### src/rtl/seg_scan_decoder.sv
// seg_scan_decoder: scanned 7-segment bus to 6-digit frame decoder (SEG_HEX_EN accepts A-F patterns)
module seg_scan_decoder #(
  parameter int HOLD_MIN = 4,
  parameter int TIMEOUT = 100000
) (
  input  logic        clk,
  input  logic        rst,
  input  logic [5:0]  sel,
  input  logic [7:0]  led,
  output logic [23:0] digits,
  output logic [5:0]  dp,
  output logic        frame_valid,
  output logic        err
);
  typedef enum logic [1:0] {SYNC, CAPTURE, DONE} state_t;
  state_t state, state_n;
  logic [5:0] prev_sel, lo;
  logic [7:0] cnt;
  logic [8:0] run;
  logic [19:0] tcnt;
  logic [2:0] idx, exp_idx, exp_n;
  logic [3:0] nib;
  logic [23:0] cap_digits, cap_n;
  logic [5:0] cap_dp, cap_dp_n;
  logic bad_pat, acc, multi, tmo, store, restart;
  logic frame_bad, frame_bad_n, err_n;
  always_comb begin
    nib = 4'hF;
    bad_pat = 1'b0;
    case (led[6:0])
      7'h40: nib = 4'h0;
      7'h79: nib = 4'h1;
      7'h24: nib = 4'h2;
      7'h30: nib = 4'h3;
      7'h19: nib = 4'h4;
      7'h12: nib = 4'h5;
      7'h02: nib = 4'h6;
      7'h78: nib = 4'h7;
      7'h00: nib = 4'h8;
      7'h10: nib = 4'h9;
`ifdef SEG_HEX_EN
      7'h08: nib = 4'hA;
      7'h03: nib = 4'hB;
      7'h46: nib = 4'hC;
      7'h21: nib = 4'hD;
      7'h06: nib = 4'hE;
      7'h0E: nib = 4'hF;
`endif
      default: bad_pat = 1'b1;
    endcase
  end
  assign lo = ~sel;
  assign multi = (lo & (lo - 6'd1)) != 6'd0;
  assign run = (sel == prev_sel) ? {1'b0, cnt} + 9'd1 : 9'd1;
  assign acc = run == 9'(HOLD_MIN) && sel != 6'h3F;
  assign tmo = state == CAPTURE && tcnt == 20'(TIMEOUT - 1) && !acc;
  always_comb begin
    idx = 3'd0;
    for (int i = 5; i >= 0; i--) if (lo[i]) idx = 3'(i);
  end
  always_comb begin
    state_n = state == DONE ? SYNC : state;
    exp_n = exp_idx;
    cap_n = cap_digits;
    cap_dp_n = cap_dp;
    frame_bad_n = frame_bad;
    err_n = (state == DONE && !frame_bad) ? 1'b0 : err;
    store = 1'b0;
    restart = 1'b0;
    if (acc) begin
      if (multi) begin
        err_n = 1'b1;
        state_n = SYNC;
      end else if (state == CAPTURE && idx == exp_idx) begin
        store = 1'b1;
      end else if (idx == 3'd0) begin
        restart = 1'b1;
        err_n = err_n | (state == CAPTURE);
      end else if (state == CAPTURE) begin
        err_n = 1'b1;
        state_n = SYNC;
      end
    end else if (tmo) begin
      err_n = 1'b1;
      state_n = SYNC;
    end
    if (store || restart) begin
      for (int i = 0; i < 6; i++) begin
        if (3'(i) == idx) begin
          cap_n[4*i +: 4] = nib;
          cap_dp_n[i] = ~led[7];
        end
      end
      frame_bad_n = bad_pat | (store & frame_bad);
      exp_n = idx + 3'd1;
      state_n = idx == 3'd5 ? DONE : CAPTURE;
      err_n = err_n | bad_pat;
    end
  end
  always_ff @(posedge clk) begin
    if (rst) begin
      state <= SYNC;
      prev_sel <= 6'h3F;
      cnt <= 8'd0;
      tcnt <= 20'd0;
      exp_idx <= 3'd0;
      cap_digits <= 24'h0;
      cap_dp <= 6'h0;
      frame_bad <= 1'b0;
      digits <= 24'h0;
      dp <= 6'h0;
      frame_valid <= 1'b0;
      err <= 1'b0;
    end else begin
      state <= state_n;
      prev_sel <= sel;
      cnt <= run[8] ? 8'hFF : run[7:0];
      tcnt <= acc ? 20'd0 : (tcnt == 20'(TIMEOUT) ? tcnt : tcnt + 20'd1);
      exp_idx <= exp_n;
      cap_digits <= cap_n;
      cap_dp <= cap_dp_n;
      frame_bad <= frame_bad_n;
      frame_valid <= state == DONE;
      digits <= state == DONE ? cap_digits : digits;
      dp <= state == DONE ? cap_dp : dp;
      err <= err_n;
    end
  end
endmodule

### config.mk
export PLATFORM = sky130hd
export DESIGN_NAME = seg_scan_decoder
export DESIGN_NICKNAME = d
export VERILOG_FILES = /design/src/rtl/seg_scan_decoder.sv
export SDC_FILE = /design/constraint.sdc
export NUM_CORES = 1
export LEC_CHECK = 0
export ABC_CLOCK_PERIOD_IN_PS = 5770
export BUFFER_PORTS_ARGS = -buffer_cell sky130_fd_sc_hd__buf_2
export CELL_PAD_IN_SITES_DETAIL_PLACEMENT = 0
export CELL_PAD_IN_SITES_GLOBAL_PLACEMENT = 1
export CORE_UTILIZATION = 47
export DETAILED_ROUTE_END_ITERATION = 6
export HOLD_SLACK_MARGIN = 0.1
export PLACE_DENSITY_LB_ADDON = 0.1
export SYNTH_ARGS = -nofsm -noshare
export SYNTH_HDL_FRONTEND = slang
export SYNTH_SLANG_ARGS = --single-unit
### constraint.sdc
create_clock -name clk -period 5.77 [get_ports clk]
set_clock_uncertainty 0.05 [all_clocks]
set_input_delay 0.577 -clock clk [delete_from_list [all_inputs] [get_ports clk]]
set_output_delay 0.577 -clock clk [all_outputs]
set_load 0.005 [all_outputs]
* Yosys cells after proc, flatten, opt, wreduce, memory -nomap -nowiden
Index checks and enable logic that the tools add are counted.
Operators by class: muxes and demuxes 34, $add $sub $neg 4, equality and inequality tests 23, bitwise gates (word level) 7, reduce and logical (&&, ||, !) cells 19
Operators with widths (count):
- equality test 20 x 17 -> 1 bit, second input constant | 2
- one-hot mux 4 bit (10 select lines) | 1
- equality test 7 x 5 -> 1 bit, second input constant | 3
- equality test 7 bit, second input constant | 3
- adder 20 x 1 -> 20 bit, second input constant | 1
- 2-to-1 mux 2 bit | 9
- 2-to-1 mux 3 bit | 6
- 2-to-1 mux 1 bit | 16
- equality test 7 x 6 -> 1 bit, second input constant | 2
- AND reduction 2 bit | 6
- OR reduction 10 bit | 1
- adder 8 x 1 -> 9 bit, second input constant | 1
- equality test 9 x 3 -> 1 bit, second input constant | 1
- 2-to-1 mux 9 bit | 1
- 2-to-1 mux 8 bit | 1
- equality test 7 x 2 -> 1 bit, second input constant | 1
- logical NOT 7 bit | 1
- bitwise AND 6 bit | 1
- equality test 2 x 3 -> 1 bit, first input constant | 2
- equality test 3 bit, first input constant | 2
- equality test 6 bit | 1
- != test 6 bit, second input constant | 1
- NOT 6 bit | 1
- nonzero test 6 bit | 1
- 15 further kinds | 22
Word-level totals: output and inout port bits 32, register bits 102

* Logic depth before layout (Yosys ltp)
Gate-level depths: netlist (run 1).
word-level depth 14, gate-level depth with buffers 9

* Worst setup path after synthesis (run 1)
Ideal clock, no wire load.
kind input to register, start point input sel[0], end point register cap_digits[10], setup slack 3193 ps, arrival 2403 ps, required time 5596 ps, stages on the path 9, path through buf_4 -> xor2_1 -> nor4_4 -> nand4_1 -> nand4b_4 -> buf_6 -> or4_4 -> buf_6 -> mux2i_1
Between the ends: cells in the longest elaborated chain, start to end 9
RTL lines:
- start, declared | line 8 | input logic [5:0] sel,
- parallel branches: the longest is 8 deep, another holds subtractor 6 x 1 -> 6 bit
- AND reduction 2 bit (no source line) *
- end signal, assigned | line 120 | cap_digits <= cap_n;
- end, declared | line 23 | logic [23:0] cap_digits, cap_n;
Mark *: on every way between the ends. A chain may end at the register's enable or synchronous reset.

* Final worst setup path (run 1)
start point register cnt[0], end point register cap_digits[2]
Between the ends: cells in the longest elaborated chain, start to end 7
RTL lines:
- start, declared | line 18 | logic [7:0] cnt;
- start signal, assigned | line 117 | cnt <= run[8] ? 8'hFF : run[7:0];
- adder 8 x 1 -> 9 bit * | line 54 | assign run = (sel == prev_sel) ? {1'b0, cnt} + 9'd1 : 9'd1;
- 2-to-1 mux 9 bit * | line 54
- equality test 9 x 3 -> 1 bit * | line 55 | assign acc = run == 9'(HOLD_MIN) && sel != 6'h3F;
- logical AND 1 bit * | line 55
- 2-to-1 mux 1 bit | line 70 | if (acc) begin
- logical OR 1 bit * | line 87 | if (store || restart) begin
- AND reduction 2 bit (no source line) *
Every way passes the cells marked *; elsewhere a longest branch is shown, timed or not.

==> results of run 1 <==
per-layer routing:
metal	vias to the layer above	global-route usage, %	share of wire [%]
met5	-	0	0
met3	10	4.28	3.6
li1	1928	-	-
met2	62	32.6	45
met1	1771	28.7	50
met4	0	5.80	1.2
flip-flops by register name, summed over array words and instances (netlist names):
| register | flops |
|---|---|
| exp_idx | 3 |
| err | 1 |
| cnt | 8 |
| frame_valid | 1 |
| cap_dp | 6 |
| frame_bad | 1 |
| digits | 24 |
| tcnt | 20 |
| state | 2 |
| cap_digits | 24 |
| prev_sel | 6 |
| dp | 6 |
cell families (layout without fill, tap and decap cells):
logic type | Yosys count | after routing | synth area share [%]
flip-flops | 102 | 102 | 43.6
adder cells (fa/ha/maj) | 8 | 8 | 2.14
XOR/XNOR | 28 | 28 | 5.24
AO/OA/AOI/OAI | 92 | 92 | 13.0
buffers and inverters | 40 | 74 | 4.04
multiplexers | 27 | 27 | 6.04
AND/OR/NAND/NOR | 241 | 241 | 25.9
cell type report:
cell class                 instances  area (sq um)
clock inverter                     7          67.6
inverter                          11          41.3
sequential                       102          2040
timing repair buffer              47           235
multi-input combinational        396          2450
tap                              133           166
fill                             972          4600
clock buffer                       9           124
cell usage in the layout, fill, tap and decap left out, types with 3 or more instances in the layout:
cell type,Yosys,final
nand2_1,109,109
dfxtp_1,102,102
buf_2,4,47
a21oi_1,46,46
nor2_1,31,31
mux2i_1,26,26
nand3_1,23,23
xor2_1,21,21
nor3_1,13,13
inv_1,10,10
o21ai_0,9,9
clkbuf_8,0,9
nand4_1,8,8
or2_2,8,8
ha_1,8,8
xnor2_1,7,7
nor2b_1,7,6
nand2b_1,5,5
or4_1,5,5
or3_1,5,5
a211oi_1,5,5
and3_1,5,5
a311oi_1,4,4
o211ai_1,3,3
inv_6,0,3
worst register-to-register path, delay by kind of cell, from the launching register on:
family | cells | cell delay [ps]
and+or+nand+nor | 4 | 1470
DFF | 1 | 530
AOI/OAI and AO/OA | 2 | 510
adders and majority gates | 1 | 360
power by group through the flow:
stage / logic, mW / clock network (mW) / registers [mW]
floorplan: 0.0553 / 0 / 0.727
finish: 0.0771 / 0.439 / 0.712
detailed placement: 0.0772 / 0 / 0.729
CTS: 0.0772 / 0.444 / 0.712
global placement: 0.0753 / 0 / 0.728
global route: 0.0868 / 0.479 / 0.713
stage by stage:
stage	cells	total power, mW	worst slack (ps)
floorplan	538	0.783	3190
global route	705	1.28	2550
global placement	689	0.804	2610
CTS	705	1.23	2800
finish	705	1.23	2780
detailed placement	689	0.806	2550
worst paths after layout:
path              cells after the start  slack, ps                    endpoint
setup / recovery                      7       2780  cap_digits[2]$_SDFFE_PP0P_
hold / removal                        2        400     digits[19]$_SDFFE_PP0P_
setup reg to reg                      7       2780  cap_digits[2]$_SDFFE_PP0P_
hold reg to reg                       2        400     digits[19]$_SDFFE_PP0P_
==> reports/results.ini, run 1 <==
[outcome]
status = completed

[global_routing]
grt_pass1_wl_microns = 16800
antenna_found_initial = 0
grt_util_all_layers_pct = 20.7
grt_overflow = 0
grt_pass1_vias = 3418
grt_max_degree = 59

[critical_path]
startpoint = cnt[0]$_SDFF_PP0_
critPathKind = reg -> reg
worstPathArrival_ps = 3220
max_stage_delay_ps = 740
cp-start-kind = flop
crit_path_end_kind = flop
required_ps = 6010
crit_chain = ha_1 -> nand2b_1 -> o32ai_1 -> nand4_1 -> or4b_1 -> or3_1 -> a21oi_1
cp_num_buf_inv = 0
critPathSlowestCell = or4b_1
r2r_start = cnt[0]$_SDFF_PP0_
crit_fanout = 11
cpLargestDelayFamily = simple AND/OR/NAND/NOR gates

[die]
fp.dieW_microns = 102
start_util_pct = 48.1
dieArea_sq_um = 10400
io_pins = 48
coreArea_sq_um = 9730
dieHeight_microns = 102
num_rows = 36

[timing]
worst_pin_slew_ps = 1130
setup_violations = 0
min_period_over_period_pct = 51.8
max_slew_margin_pct = 24.6
whs_ps = 398
finalSetupTns_ps = 0
hold_violations = 0
fmax_mhz = 335
period_minus_slack_ps = 2990
rsz0062_at_grt = no
slew_viol_final = 0

[logic_synthesis]
netlist-cell-type-count = 64
synth_most_common_cell = nand2_1
syn_inst = 538
synthFlopType = dfxtp_1
yosysTopAreaCell = dfxtp_1
synthTopCellsByArea = dfxtp_1 44%, nand2_1 8.7%, mux2i_1 5.6%, a21oi_1 4.9%, xor2_1 3.9%
synth_nets = 562
ys_warn_count = 0
avgSynthCellArea_sq_um = 8.70
synth-edff-count = 0
synthArstFlopShare_pct = 0
seq_area_frac_synth_pct = 43.6
synth_top_area_share_pct = 43.6
syn_area_sq_um = 4680
synth_common_cells = 109 x nand2_1, 102 x dfxtp_1, 46 x a21oi_1
ys_ff_latch = 102

[route]
via_count = 3771
routedWlPerCell_microns = 14.3
avgViaCountPerCell = 5.35
first_pass_iters = 4
first_iter_violations = 190
ant_nets = 0
wl_microns = 10100
drc = 0

[clock_tree]
clk_latency_ps = 370
cts_buffers = 9
cts_tree = done
postCtsHoldBufs = 0
cts_buffer_depth = 2
cts_setup_buffers = 0
h-tree-depth = 3
clock_sinks = 102
clockRootBuffer = clkbuf_8
cts_resized = 0
clkTransAtPathRegs_ps = 120

[placed_design]
numPortBuffers = 47
gp_congestion = 0.835
place_area_sq_um = 4940
post-dp-hpwl_microns = 7200

[power]
p_seq_share_pct = 58.0
p_sw_mw = 0.329
clkPwrFrac_pct = 35.7
ir_drop_uv = 120
leakage_nw = 2.05
p_comb_share_pct = 6.3
power_density_nw_per_um2 = 239
intPower_mw = 0.899
p_sw_share_pct = 26.8

[final_layout]
syn2layout_area_growth_pct = 9.57
design_area_sq_um = 5130
antenna_cells = 0
finalNetCount = 591
post-route-util_pct = 52.7
drive_gt1_share_pct = 15.0

[run]
max-cap-violations = 0

[worst_hold_path]
min_from = cap_digits[19]$_SDFFE_PP0P_
worst_hold_path_type = reg -> reg

No activity file was read; power rests on OpenSTA's default activity.
==> run 2, diff against run 1 <==
--- a/config.mk
+++ b/config.mk
@@ -5,11 +5,11 @@
 export SDC_FILE = /design/constraint.sdc
 export NUM_CORES = 1
 export LEC_CHECK = 0
-export ABC_CLOCK_PERIOD_IN_PS = 5770
+export ABC_CLOCK_PERIOD_IN_PS = 2560
 export BUFFER_PORTS_ARGS = -buffer_cell sky130_fd_sc_hd__buf_2
 export CELL_PAD_IN_SITES_DETAIL_PLACEMENT = 0
 export CELL_PAD_IN_SITES_GLOBAL_PLACEMENT = 1
-export CORE_UTILIZATION = 47
+export CORE_UTILIZATION = 40
 export DETAILED_ROUTE_END_ITERATION = 6
 export HOLD_SLACK_MARGIN = 0.1
 export PLACE_DENSITY_LB_ADDON = 0.1
==> constraint.sdc (replaced) <==
create_clock -name clk -period 2.56 [get_ports clk]
set_clock_uncertainty 0.05 [all_clocks]
set_input_delay 0.256 -clock clk [delete_from_list [all_inputs] [get_ports clk]]
set_output_delay 0.256 -clock clk [all_outputs]
set_load 0.005 [all_outputs]
==> run 2 against run 1 <==
Compared with the run above:
- power rose to 2.7 times the previous value
- non-clock buffer count is 17 higher
- maximum frequency is 25% higher
- first-iteration DRC count decreased by 38%
- critical path depth did not move
- via count is 1.3% higher
- critical endpoint unchanged
- largest cell class unchanged
- largest power group unchanged
==> reports/results.ini, run 2 (same netlist as run 1, synthesis figures left out) <==
[timing]
fmax_mhz = 419
finalSetupTns_ps = 0
max_slew_margin_pct = 57.4
whs_ps = 160
rsz0062_at_grt = no
hold_violations = 0
setup_violations = 0
slew_viol_final = 0
worst_pin_slew_ps = 636
period_minus_slack_ps = 2380
worst_slack_ps = 176
min_period_over_period_pct = 93.1

[die]
start_util_pct = 41.0
num_rows = 39
coreArea_sq_um = 11400
io_pins = 48
fp.dieW_microns = 110
dieHeight_microns = 110
dieArea_sq_um = 12100

[global_routing]
grt_util_all_layers_pct = 18.1
grt_max_degree = 58
grt_overflow = 0
grt_pass1_vias = 3500
antenna_found_initial = 0
grt_pass1_wl_microns = 16700

[final_layout]
stdcell_count = 732
drive_gt1_share_pct = 17.8
finalNetCount = 608
multi_input_area_sq_um = 2460
reg_top3 = cap_digits (24), digits (24), tcnt (20)
antenna_cells = 0
syn2layout_area_growth_pct = 15.8
post-route-util_pct = 47.5
design_area_sq_um = 5420
final_cell_mix = 109 x nand2_1, 102 x dfxtp_1, 47 x buf_2
n_fill_cell = 1137
final_common_cell = nand2_1
seqCellArea_sq_um = 2040

[route]
via_count = 3819
avgViaCountPerCell = 5.22
wl_microns = 10500
routedWlPerCell_microns = 14.3
drc = 0
first_iter_violations = 117
ant_nets = 0
first_pass_iters = 4

[clock_tree]
cts_setup_buffers = 0
h-tree-depth = 3
cts_tree = done
clock_sinks = 102
clk_latency_ps = 350
cts_buffer_depth = 2
clockRootBuffer = clkbuf_16
cts_buffers = 9
clkTransAtPathRegs_ps = 70

[critical_path]
r2r_cells = 7
cp-start-kind = flop
crit_chain = ha_1 -> nand2b_1 -> o32ai_1 -> nand4_1 -> or4b_4 -> or3_1 -> a21oi_1
critPathSlowestCell = or4b_4
max_stage_delay_ps = 600
critPathKind = reg -> reg
cp_num_buf_inv = 0
cpLargestDelayFamily = simple AND/OR/NAND/NOR gates
worstPathArrival_ps = 2620
crit_fanout = 7
crit_path_end_kind = flop
r2r_start = cnt[0]$_SDFF_PP0_
required_ps = 2790
rrSetupSlack_ps = 180
worstReg2RegEnd = cap_digits[2]$_SDFFE_PP0P_

[placed_design]
numPortBuffers = 47
dp_cells = 715
place_area_sq_um = 5070
post-dp-hpwl_microns = 7360
gp_congestion = 0.770
dp_worst_setup_slack_ps = 81.3

[worst_hold_path]
min_from = sel[2]
worst_hold_path_type = in -> reg
hold_depth = 2
min_to = prev_sel[2]$_SDFF_PP1_

[power]
total_power_mw = 3.31
ir_drop_uv = 279
leakage_nw = 2.21
power_density_nw_per_um2 = 611

[run]
max-cap-violations = 0

[outcome]
status = completed

## run 2: cell count changes in the layout (fill, tap and decap cells not counted), sizes merged
cell,change
buf,+16
clkbuf,+1
bufinv,+2
dlygate4sd3,+1
clkinv,-1
inv,-1
clkinvlp,-1
## run 2: repair_timing
action / CTS / global route
endpoints found under the hold margin: 1 / 0
resized for setup: 0 / 3
setup endpoints to repair: 0 / 18
hold buffers: 1 / 0
## run 2: layout make-up
cell class,count,share of cell area (%)
Clock buffer,10,4.41
Multi-Input combinational cell,396,45.4
Tap cell,143,3.30
Timing Repair Buffer,64,6.74
Clock inverter,6,1.69
Inverter,11,0.762
Sequential cell,102,37.7
## run 2: where the power goes
group | leakage (nW) | switching [mW] | total (mW) | internal [mW]
logic | 1.22 | 0.127 | 0.191 | 0.0640
registers | 0.824 | 0.00788 | 1.60 | 1.60
clock network | 0.163 | 0.625 | 1.52 | 0.891
## run 2: per-layer routing
layer	track usage [%]	wire length, microns
met5	0	0
met4	9.30	209
met3	3.23	300
met2	28.7	4620
met1	23.5	5320
## run 2: worst max-delay path by stage
stage                                  from                           to  slack [ps]  cells past startpoint
after global placement               sel[4]  cap_digits[14]$_SDFFE_PP0P_         130                      8
final                     cnt[0]$_SDFF_PP0_   cap_digits[2]$_SDFFE_PP0P_         180                      7
after floorplan           cnt[0]$_SDFF_PP0_  cap_digits[10]$_SDFFE_PP0P_         150                      9
after CTS                 cnt[0]$_SDFF_PP0_   cap_digits[2]$_SDFFE_PP0P_          60                      7
after detailed placement             sel[4]  cap_digits[14]$_SDFFE_PP0P_          80                      8
after global routing      cnt[0]$_SDFF_PP0_   cap_digits[1]$_SDFFE_PP0P_          20                      8
==> run 3, diff against run 2 <==
--- a/config.mk
+++ b/config.mk
@@ -13,6 +13,7 @@
 export DETAILED_ROUTE_END_ITERATION = 6
 export HOLD_SLACK_MARGIN = 0.1
 export PLACE_DENSITY_LB_ADDON = 0.1
+export SETUP_SLACK_MARGIN = 0.5
 export SYNTH_ARGS = -nofsm -noshare
 export SYNTH_HDL_FRONTEND = slang
 export SYNTH_SLANG_ARGS = --single-unit
==> run 3 against run 2 <==
Compared with the run above:
- sequential power is essentially flat
- register-to-register slack gained 150 ps
- routed wire length grew 4.7%
- die area is the same
- core utilization grew 2.6 points
- final cell count grew 1.2%
- critical endpoint is now cap_digits[22]$_SDFFE_PP0P_
- count of clock-buffer cells in the layout grew 1
- largest power group unchanged
- setup slack gained 150 ps
- maximum frequency grew 6.8%
- global-route usage grew 1.2 points
- design area grew 5.4%
- first-iteration DRC count grew 50%
==> reports/results.ini, run 3 (same netlist as run 1, synthesis figures left out) <==
[timing]
rsz0062_at_grt = yes
max_slew_margin_pct = 58.9
whs_ps = 149
hold_violations = 0
slew_viol_final = 0
fmax_mhz = 448
worst_pin_slew_ps = 617
min_period_over_period_pct = 87.2
period_minus_slack_ps = 2230
finalSetupTns_ps = 0
setup_violations = 0

[power]
power_density_nw_per_um2 = 573
leakage_nw = 2.29
ir_drop_uv = 376

[route]
drc = 0
ant_nets = 0
routedWlPerCell_microns = 14.8
first_pass_iters = 6
first_iter_violations = 176
wl_microns = 10900
avgViaCountPerCell = 5.23
via_count = 3875

[final_layout]
design_area_sq_um = 5710
antenna_cells = 0
syn2layout_area_growth_pct = 22.1
n_fill_cell = 1117
finalNetCount = 617
post-route-util_pct = 50.0
reg_top3 = cap_digits (24), digits (24), tcnt (20)
drive_gt1_share_pct = 24.1
final_common_cell = nand2_1
final_cell_mix = 108 x nand2_1, 96 x dfxtp_1, 47 x buf_2

[worst_hold_path]
worst_hold_path_type = in -> reg

[global_routing]
grt_pass1_vias = 3554
antenna_found_initial = 0
grt_max_degree = 58
grt_pass1_wl_microns = 17800
grt_overflow = 0
grt_util_all_layers_pct = 19.3

[critical_path]
crit_fanout = 10
worstPathArrival_ps = 2400
r2r_cells = 6
worstSetupEndpoint = cap_digits[22]$_SDFFE_PP0P_
startpoint = prev_sel[0]$_SDFF_PP1_
rrSetupSlack_ps = 330
required_ps = 2730
worstReg2RegEnd = cap_digits[22]$_SDFFE_PP0P_
r2r_start = prev_sel[0]$_SDFF_PP1_
critPathKind = reg -> reg
crit_path_end_kind = flop
cp-start-kind = flop

[clock_tree]
cts_buffer_depth = 2
clk_latency_ps = 350
clock_sinks = 102
h-tree-depth = 3
cts_tree = done
clkTransAtPathRegs_ps = 70
clockRootBuffer = clkbuf_16
cts_buffers = 9

[die]
coreArea_sq_um = 11400
start_util_pct = 41.0
num_rows = 39
fp.dieW_microns = 110
dieHeight_microns = 110
dieArea_sq_um = 12100
io_pins = 48

[placed_design]
numPortBuffers = 47
gp_congestion = 0.827
post-dp-hpwl_microns = 7590
place_area_sq_um = 5140

[outcome]
status = completed

[run]
max-cap-violations = 0

==> run 3: changes by cell type in the layout (fill, tap and decap cells not counted), moves of 3 or more <==
cell     change
xor2_2       +3
o21ai_0      -6
buf_4        +3
buf_6        +6
xor2_1       -3
nor3_1       -3
o21ai_2      +5
dfxtp_4      +4
dfxtp_1      -6
==> run 3: critical path, stage by stage, from the launching register on <==
cell and delay (ps):
dfxtp_1 310, xor2_1 160, nor4_4 410, nand4_1 130
nand4b_4 280, or4_4 610, mux2i_1 150
==> run 3: final cells by class <==
type	count	area [sq um]	area share, %
Tap cell	143	179	3.13
Sequential cell	102	2060	36.1
Inverter	11	41.3	0.723
Clock buffer	11	253	4.42
Timing Repair Buffer	73	455	7.97
Multi-Input combinational cell	396	2660	46.5
Clock inverter	5	66.3	1.16
==> run 3: how the worst min path moves through the flow <==
stage	startpoint	to	slack, ps	depth (start not counted)
after floorplan	sel[2]	prev_sel[2]$_SDFF_PP1_	310	1
after global placement	digits[3]$_SDFFE_PP0P_	digits[3]$_SDFFE_PP0P_	390	2
after detailed placement	dp[2]$_SDFFE_PP0P_	dp[2]$_SDFFE_PP0P_	390	2
after CTS	sel[3]	prev_sel[3]$_SDFF_PP1_	140	2
after global routing	sel[3]	prev_sel[3]$_SDFF_PP1_	160	2
final	sel[3]	prev_sel[3]$_SDFF_PP1_	150	2
==> run 3: power by group <==
group	leakage [nW]	internal, mW	switching (mW)
registers	0.828	1.59	0.00830
clock network	0.154	0.823	0.637
logic	1.30	0.0708	0.140
total	2.29	2.49	0.785
==> run 3: stage by stage <==
stage / std cells / worst slack (ps) / power, mW
4_1_cts: 740 / 331 / 3.30
3_5_place_dp: 710 / 47.1 / 1.84
5_1_grt: 741 / 205 / 3.39
2_1_floorplan: 538 / 440 / 1.78
3_3_place_gp: 710 / 115 / 1.84
6_report: 741 / 328 / 3.27
==> run 3: metal layers <==
metal  vias to the layer above  global-route usage, %  share of wire, %
li1                       1982                      -                 -
met1                      1810                   25.4                49
met2                        70                   30.2                45
met3                        13                   4.35               4.1
met4                         0                   8.46               1.8
met5                         -                      0                 0
==> run 3: timing repair <==
action                                  in CTS  in global routing
hold buffers                                 1                  0
resized for setup                           25                 13
endpoints found under the hold margin        1                  0
buffers inserted                            13                  1
pin swaps                                   10                  9
endpoints found under the setup margin      53                 57
